`src/rtl/stdp_pair_monitor.sv`:
```
// stdp_pair_monitor: classifies pre/post spike pairings (LTP, LTD, coincident)
// by cycle distance and queues them in a first-word fall-through event FIFO.
// Build macro STDP_SPIKE_COUNT_EN adds saturating pre/post spike counters.
module stdp_pair_monitor #(
    parameter int unsigned DT_W   = 8,
    parameter int unsigned WINDOW = 100,
    parameter int unsigned DEPTH  = 4
) (
    input  logic              clk,
    input  logic              rst,
    input  logic              spike_pre,
    input  logic              spike_post,
    input  logic              ev_ready,
    input  logic              clr_stats,
    output logic              ev_valid,
    output logic [DT_W+1:0]   ev_data,
    output logic              overflow,
    output logic [7:0]        drop_cnt,
    output logic [15:0]       cnt_pre,
    output logic [15:0]       cnt_post
);

    localparam int unsigned PTR_W = (DEPTH > 1) ? $clog2(DEPTH) : 1;
    localparam int unsigned CNT_W = PTR_W + 1;
    localparam int unsigned EV_W  = DT_W + 2;

    localparam logic [DT_W-1:0]  AGE_MAX  = {DT_W{1'b1}};
    localparam logic [DT_W-1:0]  WIN      = DT_W'(WINDOW);
    localparam logic [CNT_W-1:0] FULL_CNT = CNT_W'(DEPTH);
    localparam logic [1:0]       CODE_LTP  = 2'b01;
    localparam logic [1:0]       CODE_LTD  = 2'b10;
    localparam logic [1:0]       CODE_COIN = 2'b11;

    logic              spike_pre_q;
    logic              spike_post_q;
    logic              pre_edge_c;
    logic              post_edge_c;
    logic              pre_seen;
    logic              post_seen;
    logic [DT_W-1:0]   pre_age;
    logic [DT_W-1:0]   post_age;

    logic              push_c;
    logic [EV_W-1:0]   push_data_c;

    logic [EV_W-1:0]   mem [DEPTH];
    logic [PTR_W-1:0]  wr_ptr;
    logic [PTR_W-1:0]  rd_ptr;
    logic [CNT_W-1:0]  count;

    logic              pop_c;
    logic              full_c;
    logic              wr_c;
    logic              drop_c;
    logic [CNT_W-1:0]  count_next_c;
    logic [PTR_W-1:0]  rd_ptr_next_c;
    logic [EV_W-1:0]   head_next_c;

    assign pre_edge_c  = spike_pre  & ~spike_pre_q;
    assign post_edge_c = spike_post & ~spike_post_q;

    // Delay flops for rising-edge detection of the spike levels.
    always_ff @(posedge clk or posedge rst) begin
        if (rst) begin
            spike_pre_q  <= 1'b0;
            spike_post_q <= 1'b0;
        end else begin
            spike_pre_q  <= spike_pre;
            spike_post_q <= spike_post;
        end
    end

    // Cycles since the most recent pre/post spike, saturating.
    always_ff @(posedge clk or posedge rst) begin
        if (rst) begin
            pre_seen  <= 1'b0;
            post_seen <= 1'b0;
            pre_age   <= '0;
            post_age  <= '0;
        end else begin
            if (pre_edge_c) begin
                pre_seen <= 1'b1;
                pre_age  <= DT_W'(1);
            end else if (pre_seen && (pre_age != AGE_MAX)) begin
                pre_age <= pre_age + DT_W'(1);
            end
            if (post_edge_c) begin
                post_seen <= 1'b1;
                post_age  <= DT_W'(1);
            end else if (post_seen && (post_age != AGE_MAX)) begin
                post_age <= post_age + DT_W'(1);
            end
        end
    end

    // Nearest-neighbour pairing; coincidence takes priority over LTP/LTD.
    always_comb begin
        push_c      = 1'b0;
        push_data_c = '0;
        if (pre_edge_c && post_edge_c) begin
            push_c      = 1'b1;
            push_data_c = {CODE_COIN, {DT_W{1'b0}}};
        end else if (post_edge_c && pre_seen && (pre_age <= WIN)) begin
            push_c      = 1'b1;
            push_data_c = {CODE_LTP, pre_age};
        end else if (pre_edge_c && post_seen && (post_age <= WIN)) begin
            push_c      = 1'b1;
            push_data_c = {CODE_LTD, post_age};
        end
    end

    // FIFO control; a pop frees the slot so a push into a full FIFO is kept.
    always_comb begin
        pop_c         = ev_valid & ev_ready;
        full_c        = (count == FULL_CNT);
        wr_c          = push_c & (~full_c | pop_c);
        drop_c        = push_c & full_c & ~pop_c;
        count_next_c  = count + CNT_W'(wr_c) - CNT_W'(pop_c);
        rd_ptr_next_c = pop_c ? (rd_ptr + PTR_W'(1)) : rd_ptr;
        // Bypass the write when it lands on the slot that becomes the head.
        if (wr_c && (wr_ptr == rd_ptr_next_c)) begin
            head_next_c = push_data_c;
        end else begin
            head_next_c = mem[rd_ptr_next_c];
        end
    end

    // FIFO storage, pointers and registered head/valid outputs.
    always_ff @(posedge clk or posedge rst) begin
        if (rst) begin
            for (int i = 0; i < int'(DEPTH); i++) begin
                mem[i] <= '0;
            end
            wr_ptr   <= '0;
            rd_ptr   <= '0;
            count    <= '0;
            ev_valid <= 1'b0;
            ev_data  <= '0;
        end else begin
            if (wr_c) begin
                mem[wr_ptr] <= push_data_c;
                wr_ptr      <= wr_ptr + PTR_W'(1);
            end
            rd_ptr   <= rd_ptr_next_c;
            count    <= count_next_c;
            ev_valid <= (count_next_c != '0);
            ev_data  <= head_next_c;
        end
    end

    // Sticky overflow flag and saturating drop counter; clear beats a drop.
    always_ff @(posedge clk or posedge rst) begin
        if (rst) begin
            overflow <= 1'b0;
            drop_cnt <= '0;
        end else if (clr_stats) begin
            overflow <= 1'b0;
            drop_cnt <= '0;
        end else if (drop_c) begin
            overflow <= 1'b1;
            if (drop_cnt != 8'hFF) begin
                drop_cnt <= drop_cnt + 8'd1;
            end
        end
    end

`ifdef STDP_SPIKE_COUNT_EN
    // Saturating spike counters, one count per rising edge.
    always_ff @(posedge clk or posedge rst) begin
        if (rst) begin
            cnt_pre  <= '0;
            cnt_post <= '0;
        end else if (clr_stats) begin
            cnt_pre  <= '0;
            cnt_post <= '0;
        end else begin
            if (pre_edge_c && (cnt_pre != 16'hFFFF)) begin
                cnt_pre <= cnt_pre + 16'd1;
            end
            if (post_edge_c && (cnt_post != 16'hFFFF)) begin
                cnt_post <= cnt_post + 16'd1;
            end
        end
    end
`else
    assign cnt_pre  = '0;
    assign cnt_post = '0;
`endif

endmodule

```
`config.mk`:
```
export PLATFORM = sky130hd
export DESIGN_NAME = stdp_pair_monitor
export DESIGN_NICKNAME = d
export VERILOG_FILES = /design/src/rtl/stdp_pair_monitor.sv
export SDC_FILE = /design/constraint.sdc
export NUM_CORES = 1
export LEC_CHECK = 0
export ABC_AREA = 0
export CAP_MARGIN = 10
export CORE_MARGIN = 2
export CORE_UTILIZATION = 50
export DETAILED_ROUTE_END_ITERATION = 6
export PLACE_DENSITY_LB_ADDON = 0.15
export SYNTH_ARGS = -nofsm -noshare
export SYNTH_HDL_FRONTEND = slang
export SYNTH_SLANG_ARGS = --single-unit
```
`constraint.sdc`:
```
create_clock -name clk -period 3.2 [get_ports clk]
set_clock_uncertainty 0.05 [all_clocks]
set_input_delay 0.64 -clock clk [delete_from_list [all_inputs] [get_ports clk]]
set_output_delay 0.64 -clock clk [all_outputs]
set_load 0.1 [all_outputs]
```
Word level (Yosys, flattened, before mapping)
Cells that the tools add are included.
{"block": "totals", "register_bits": 87, "input_bits": 6, "elab_cells": 85}
{"block": "op_classes", "addsub": 7, "order_cmp": 5, "n_eq_ne": 5, "n_mux": 23, "bitwise_logic": 13, "reduce_logical": 15}
{"cell": "10-bit 2-to-1 mux", "n": 7}
{"cell": "8-bit 2-to-1 mux", "n": 7}
{"cell": "40-bit bitwise mux", "n": 1}
{"cell": "8-bit by 1-bit adder with 8-bit output, second input constant", "n": 3}
{"cell": "8-bit != test, second input constant", "n": 3}
{"cell": "10-bit binary-select mux with 2-bit select", "n": 1}
{"cell": "10-bit demux with 2-bit select", "n": 1}
{"cell": "8-bit by 7-bit less-or-equal comparator with 1-bit output, second input constant", "n": 2}
{"cell": "1-bit logical AND", "n": 9}
{"cell": "2-bit nonzero test", "n": 4}
{"cell": "1-bit bitwise AND", "n": 6}
{"cell": "3-bit greater-or-equal comparator, second input constant", "n": 2}
{"cell": "2-bit NOT with 3-bit output", "n": 2}
{"cell": "1-bit 2-to-1 mux", "n": 5}
{"cell": "2-bit by 1-bit adder with 2-bit output, second input constant", "n": 2}
{"cell": "1-bit NOT", "n": 4}
{"cell": "3-bit by 1-bit adder with 3-bit output", "n": 1}
{"cell": "3-bit == test, second input constant", "n": 1}
{"cell": "3-bit by 1-bit less-than comparator with 1-bit output, second input constant", "n": 1}
{"cell": "3-bit nonzero test", "n": 1}
{"cell": "3-bit by 1-bit subtractor with 3-bit output", "n": 1}
{"cell": "2-bit == test", "n": 1}
{"cell": "2-bit 2-to-1 mux", "n": 1}
{"cell": "2-bit AND reduction", "n": 1}
{"cell": "1-bit bitwise OR", "n": 1}

Logic depth before layout (Yosys ltp)
{"block": "logic_depth", "depth_word": 11, "ltp_mapped": 12, "ltp_nobuf": 12}

Least setup slack after synthesis
Ideal clock, no wire load.
{"block": "synth_timing", "kind": "flip-flop to flip-flop", "startpoint": "reg ev_valid", "endpoint": "reg ev_valid", "setup_ns": 0.131, "t_arrival_ns": 3.303, "t_required_ns": 3.019, "path_slack_ns": -0.285, "stages_incl_launch_ff": 11, "n_path_buf": 1, "synth_period_minus_slack_ns": 3.485, "cell_sequence": "dfrtp_1 nand2_1 nand3_1 buf_1 nand2_1 ha_1 inv_1 ha_1 fa_1 xnor2_1 or3_1"}
{"block": "synth_via", "elab_chain_len": 6}
{"element": "from (decl)", "line": "15", "rtl": "output logic ev_valid,"}
{"element": "from (signal assigned)", "line": "146", "rtl": "ev_valid <= (count_next_c != '0);"}
{"element": "1-bit bitwise AND (*)", "line": "114", "rtl": "pop_c = ev_valid & ev_ready;"}
{"element": "1-bit bitwise OR", "line": "116", "rtl": "wr_c = push_c & (~full_c | pop_c);"}
{"element": "1-bit bitwise AND", "line": "116"}
{"element": "3-bit by 1-bit adder with 3-bit output", "line": "118", "rtl": "count_next_c = count + CNT_W'(wr_c) - CNT_W'(pop_c);"}
{"element": "3-bit by 1-bit subtractor with 3-bit output (*)", "line": "118"}
{"element": "named net count_next_c[2]", "line": "55", "rtl": "logic [CNT_W-1:0] count_next_c;"}
{"element": "3-bit nonzero test (*)", "line": "146"}
Mark *: on every way through the listed nets, which the timed path passes. The rest lies on a longest branch.
A chain may end at the register's enable or synchronous reset.

Worst setup path after layout
{"block": "layout_timing", "startpoint": "in spike_pre", "endpoint": "reg ev_valid"}
{"block": "layout_via", "elab_chain_len": 10, "word_cells_on_any_way": 11, "cone_classes": "2 x add/sub; 3 x mux; 2 x bitwise; 4 x reduce/logical"}
{"element": "from (decl)", "line": "11", "rtl": "input logic spike_pre,"}
{"element": "1-bit bitwise AND (*)", "line": "59", "rtl": "assign pre_edge_c = spike_pre & ~spike_pre_q;"}
{"element": "1-bit logical AND (2 in series)", "line": "106", "rtl": "end else if (pre_edge_c && post_seen && (post_age <= WIN)) begin"}
{"element": "1-bit 2-to-1 mux", "line": "106"}
{"element": "1-bit 2-to-1 mux", "line": "103", "rtl": "end else if (post_edge_c && pre_seen && (pre_age <= WIN)) begin"}
{"element": "1-bit 2-to-1 mux (*)", "line": "100", "rtl": "if (pre_edge_c && post_edge_c) begin"}
{"element": "1-bit bitwise AND (*)", "line": "116"}
{"element": "3-bit by 1-bit adder with 3-bit output (*)", "line": "118"}
{"element": "3-bit by 1-bit subtractor with 3-bit output (*)", "line": "118"}
{"element": "named net count_next_c[2]", "line": "55"}
{"element": "3-bit nonzero test (*)", "line": "146"}
Marks and branches as above.

==> impl_metrics.yaml <==
cts:
  postCtsHoldBufs: 0
  clockBufferDepth: 2
  cts_tree: "yes"
  cts-htree-levels: 3
  cts_resized: 0
  clk_pin_slew_ns: 0.09
  cts-root-buf: "clkbuf_8"
  postCtsSetupBuffers: 0
  clk_latency_ns: 0.35
  numCtsBuffers: 9
  clock_sinks: 87
worst_setup_path:
  startpoint_type: "input port"
  r2r_start: "post_age[0]"
  crit_fanout: 3
  cp_slowest_cell: "clkdlybuf4s50_1"
  crit_type: "input port to flop"
  critPathLaunch: "spike_pre"
  arrival_ns: 3.21
  cp-end-kind: "flop"
  required_ns: 3.38
  cpMostUsedCell: "ha_1"
  crit_chain: "clkdlybuf4s50_1 -> nor2b_1 -> o21ai_2 -> o2bb2ai_4 -> nand2_1 -> ha_1 -> inv_1 -> ha_1 -> fa_1 -> xnor2_1 -> or3_1"
  cpPeakStageDelay_ns: 0.54
logic_synthesis:
  async_reset_ff_frac: 1.000
  synthTopCellsByArea: "dfrtp_1 (48%), mux2_2 (12%), buf_4 (5.4%)"
  netlist_instances: 384
  synth_most_common_cell: "dfrtp_1"
  syn_avg_cell_area_um2: 11.89
  synth_warnings: 0
  synth-edff-count: 0
  ys_seq_elements: 87
  yosysSeqAreaShare: 0.4768
  synth_top_area_frac: 0.4768
  synth_top_area_cell: "dfrtp_1"
  synth_area_um2: 4566
  synthTopCellsByCount: "dfrtp_1 (87), mux2_2 (47), buf_4 (33), nor2_1 (30)"
  synthDistinctLibCells: 50
  synth_ff_type: "dfrtp_1"
detailed_routing:
  drt_iter0_markers: 128
  viasPerCell: 5.336
  ant_nets: 0
  routed-via-count: 2871
  route.detailed.drc: 0
  dr.pass1.iters: 4
  postRouteWirelength_um: 8481
  wl_per_cell_um: 15.76
floorplanning:
  row_count: 34
  die_area_um2: 9911
  core_area_um2: 8806
  initial_core_util: 0.5185
  boundaryPins: 58
  die_y_um: 99.56
  die_x_um: 99.56
timing:
  timing.final.ws_setup_ns: 0.1666
  finalCritPeriodShare: 0.9479
  worst_slew_pin_slew_ns: 0.5647
  slew-limit-headroom: 0.6209
  finalMaxSlewViolations: 0
  finalSetupViolCount: 0
  fin_crit_ns: 3.033
  fmax_ghz: 0.3297
  hold_violations: 0
  rsz0062_at_grt: "false"
pwr:
  powerDensity_nw_per_um2: 767.0
  vdd_ir_drop_max_mv: 0.3712
  finalPower_mw: 3.893
  p_leak_nw: 2.379
layout:
  layout.nets: 443
  layoutNonFillerInstCount: 538
  drive_above_1_share: 0.2860
  n_antenna_cell: 0
  syn_to_final_growth_pct: 11.15
grt:
  grt_max_degree: 88
  track_usage: 0.1839
  grt_pass1_wl_um: 14240
  antenna_found_initial: 0
  overflow: 0
  grt_pass1_vias: 2921
place:
  place_ws_ns: -0.2233
  io_buffer_count: 25
  place_congestion: 0.7790
  dp.cells: 522
  dp_hpwl_um: 5819
flow_run:
  cap_violations: 0
run_status:
  outcome: "complete, no violations"
worst_hold_path:
  min_from: "mem[17]"
  hp-class: "flop to flop"
cell families (layout without fill, tap and decap cells):
logic type / count (synthesis) / count (layout) / synth area share
simple gates: 103 / 103 / 0.1299
flops: 87 / 87 / 0.4768
mux: 58 / 58 / 0.1674
buf+inv: 55 / 70 / 0.07344
compound gates: 49 / 49 / 0.08057
xor+xnor: 19 / 19 / 0.03645
fa+ha+maj: 12 / 12 / 0.03453
other cells: 1 / 32 / 0.0008214
where the power goes:
group | internal (mW) | switching (mW) | leakage [nW]
combinational | 0.634 | 0.946 | 1.13
clock | 0.387 | 0.406 | 0.107
sequential | 1.35 | 0.174 | 1.15
path summary, 6_finish.rpt:
path | cells after the start | slack, ns | endpoint
worst min-delay path | 1 | 0.44 | mem[17]
worst max-delay path | 11 | 0.17 | ev_valid
worst min register to register | 1 | 0.44 | mem[17]
max in group asynchronous | 3 | 2.09 | mem[34]
min in group asynchronous | 3 | 0.63 | drop_cnt[1]
worst max register to register | 12 | 0.26 | ev_valid
critical path, delay by kind of cell:
kind / cells / cell delay, ns
xor gates and xnor gates: 1 / 0.15
adders and majority gates: 3 / 0.85
buffers and inverters: 2 / 0.58
and+or+nand+nor: 3 / 0.71
AOI/OAI and AO/OA: 2 / 0.30
flip-flops by register name, indices dropped and copies added (netlist names):
signal        count
ev_data          10
wr_ptr            2
count             3
spike_pre_q       1
drop_cnt          8
post_seen         1
pre_seen          1
mem              40
pre_age           8
post_age          8
spike_post_q      1
ev_valid          1
overflow          1
rd_ptr            2
final cells by class:
cell class / count / area [um^2]
sequential: 87 / 2178
clock buffer: 10 / 137.6
multi-input combinational: 273 / 2170
fill: 754 / 3731
tap: 108 / 135.1
clock inverter: 6 / 66.31
timing repair buffer: 39 / 330.3
inverter: 15 / 57.56
metal layers:
layer	global-route usage	routed length (um)
met5	0	0
met4	0.05901	71
met2	0.2968	4102
met3	0.04146	292
met1	0.2487	4015
cell usage in the layout (no fill, tap or decap), types with 3 or more instances in the layout:
cell	instances
nand2b_1	5
xnor2_1	12
inv_1	14
nand2_1	17
buf_4	32
and2_1	6
clkdlybuf4s50_1	5
o21ai_0	6
ha_1	11
mux4_2	10
nor3_1	3
mux2_2	47
a21oi_1	17
o2111ai_1	7
nor2b_1	6
dfrtp_1	86
clkbuf_8	10
xor2_1	7
conb_1	32
and3_1	5
nand3_1	15
nand3_4	4
nor2_1	30
clkinv_2	3
a31oi_1	4
through the flow:
step	setup TNS [ns]	area, um^2	hold slack (ns)	util
finish	0	5075	0.4405	0.5763
detailed placement	-0.2233	4871	0.4175	0.5531
global route	0	5075	0.4604	0.5763
global placement	-0.1448	4871	0.4156	0.5531
floorplan	0	4683	0.3977	-
CTS	0	5075	0.4393	0.5763
No activity file was read; power rests on OpenSTA's default activity.
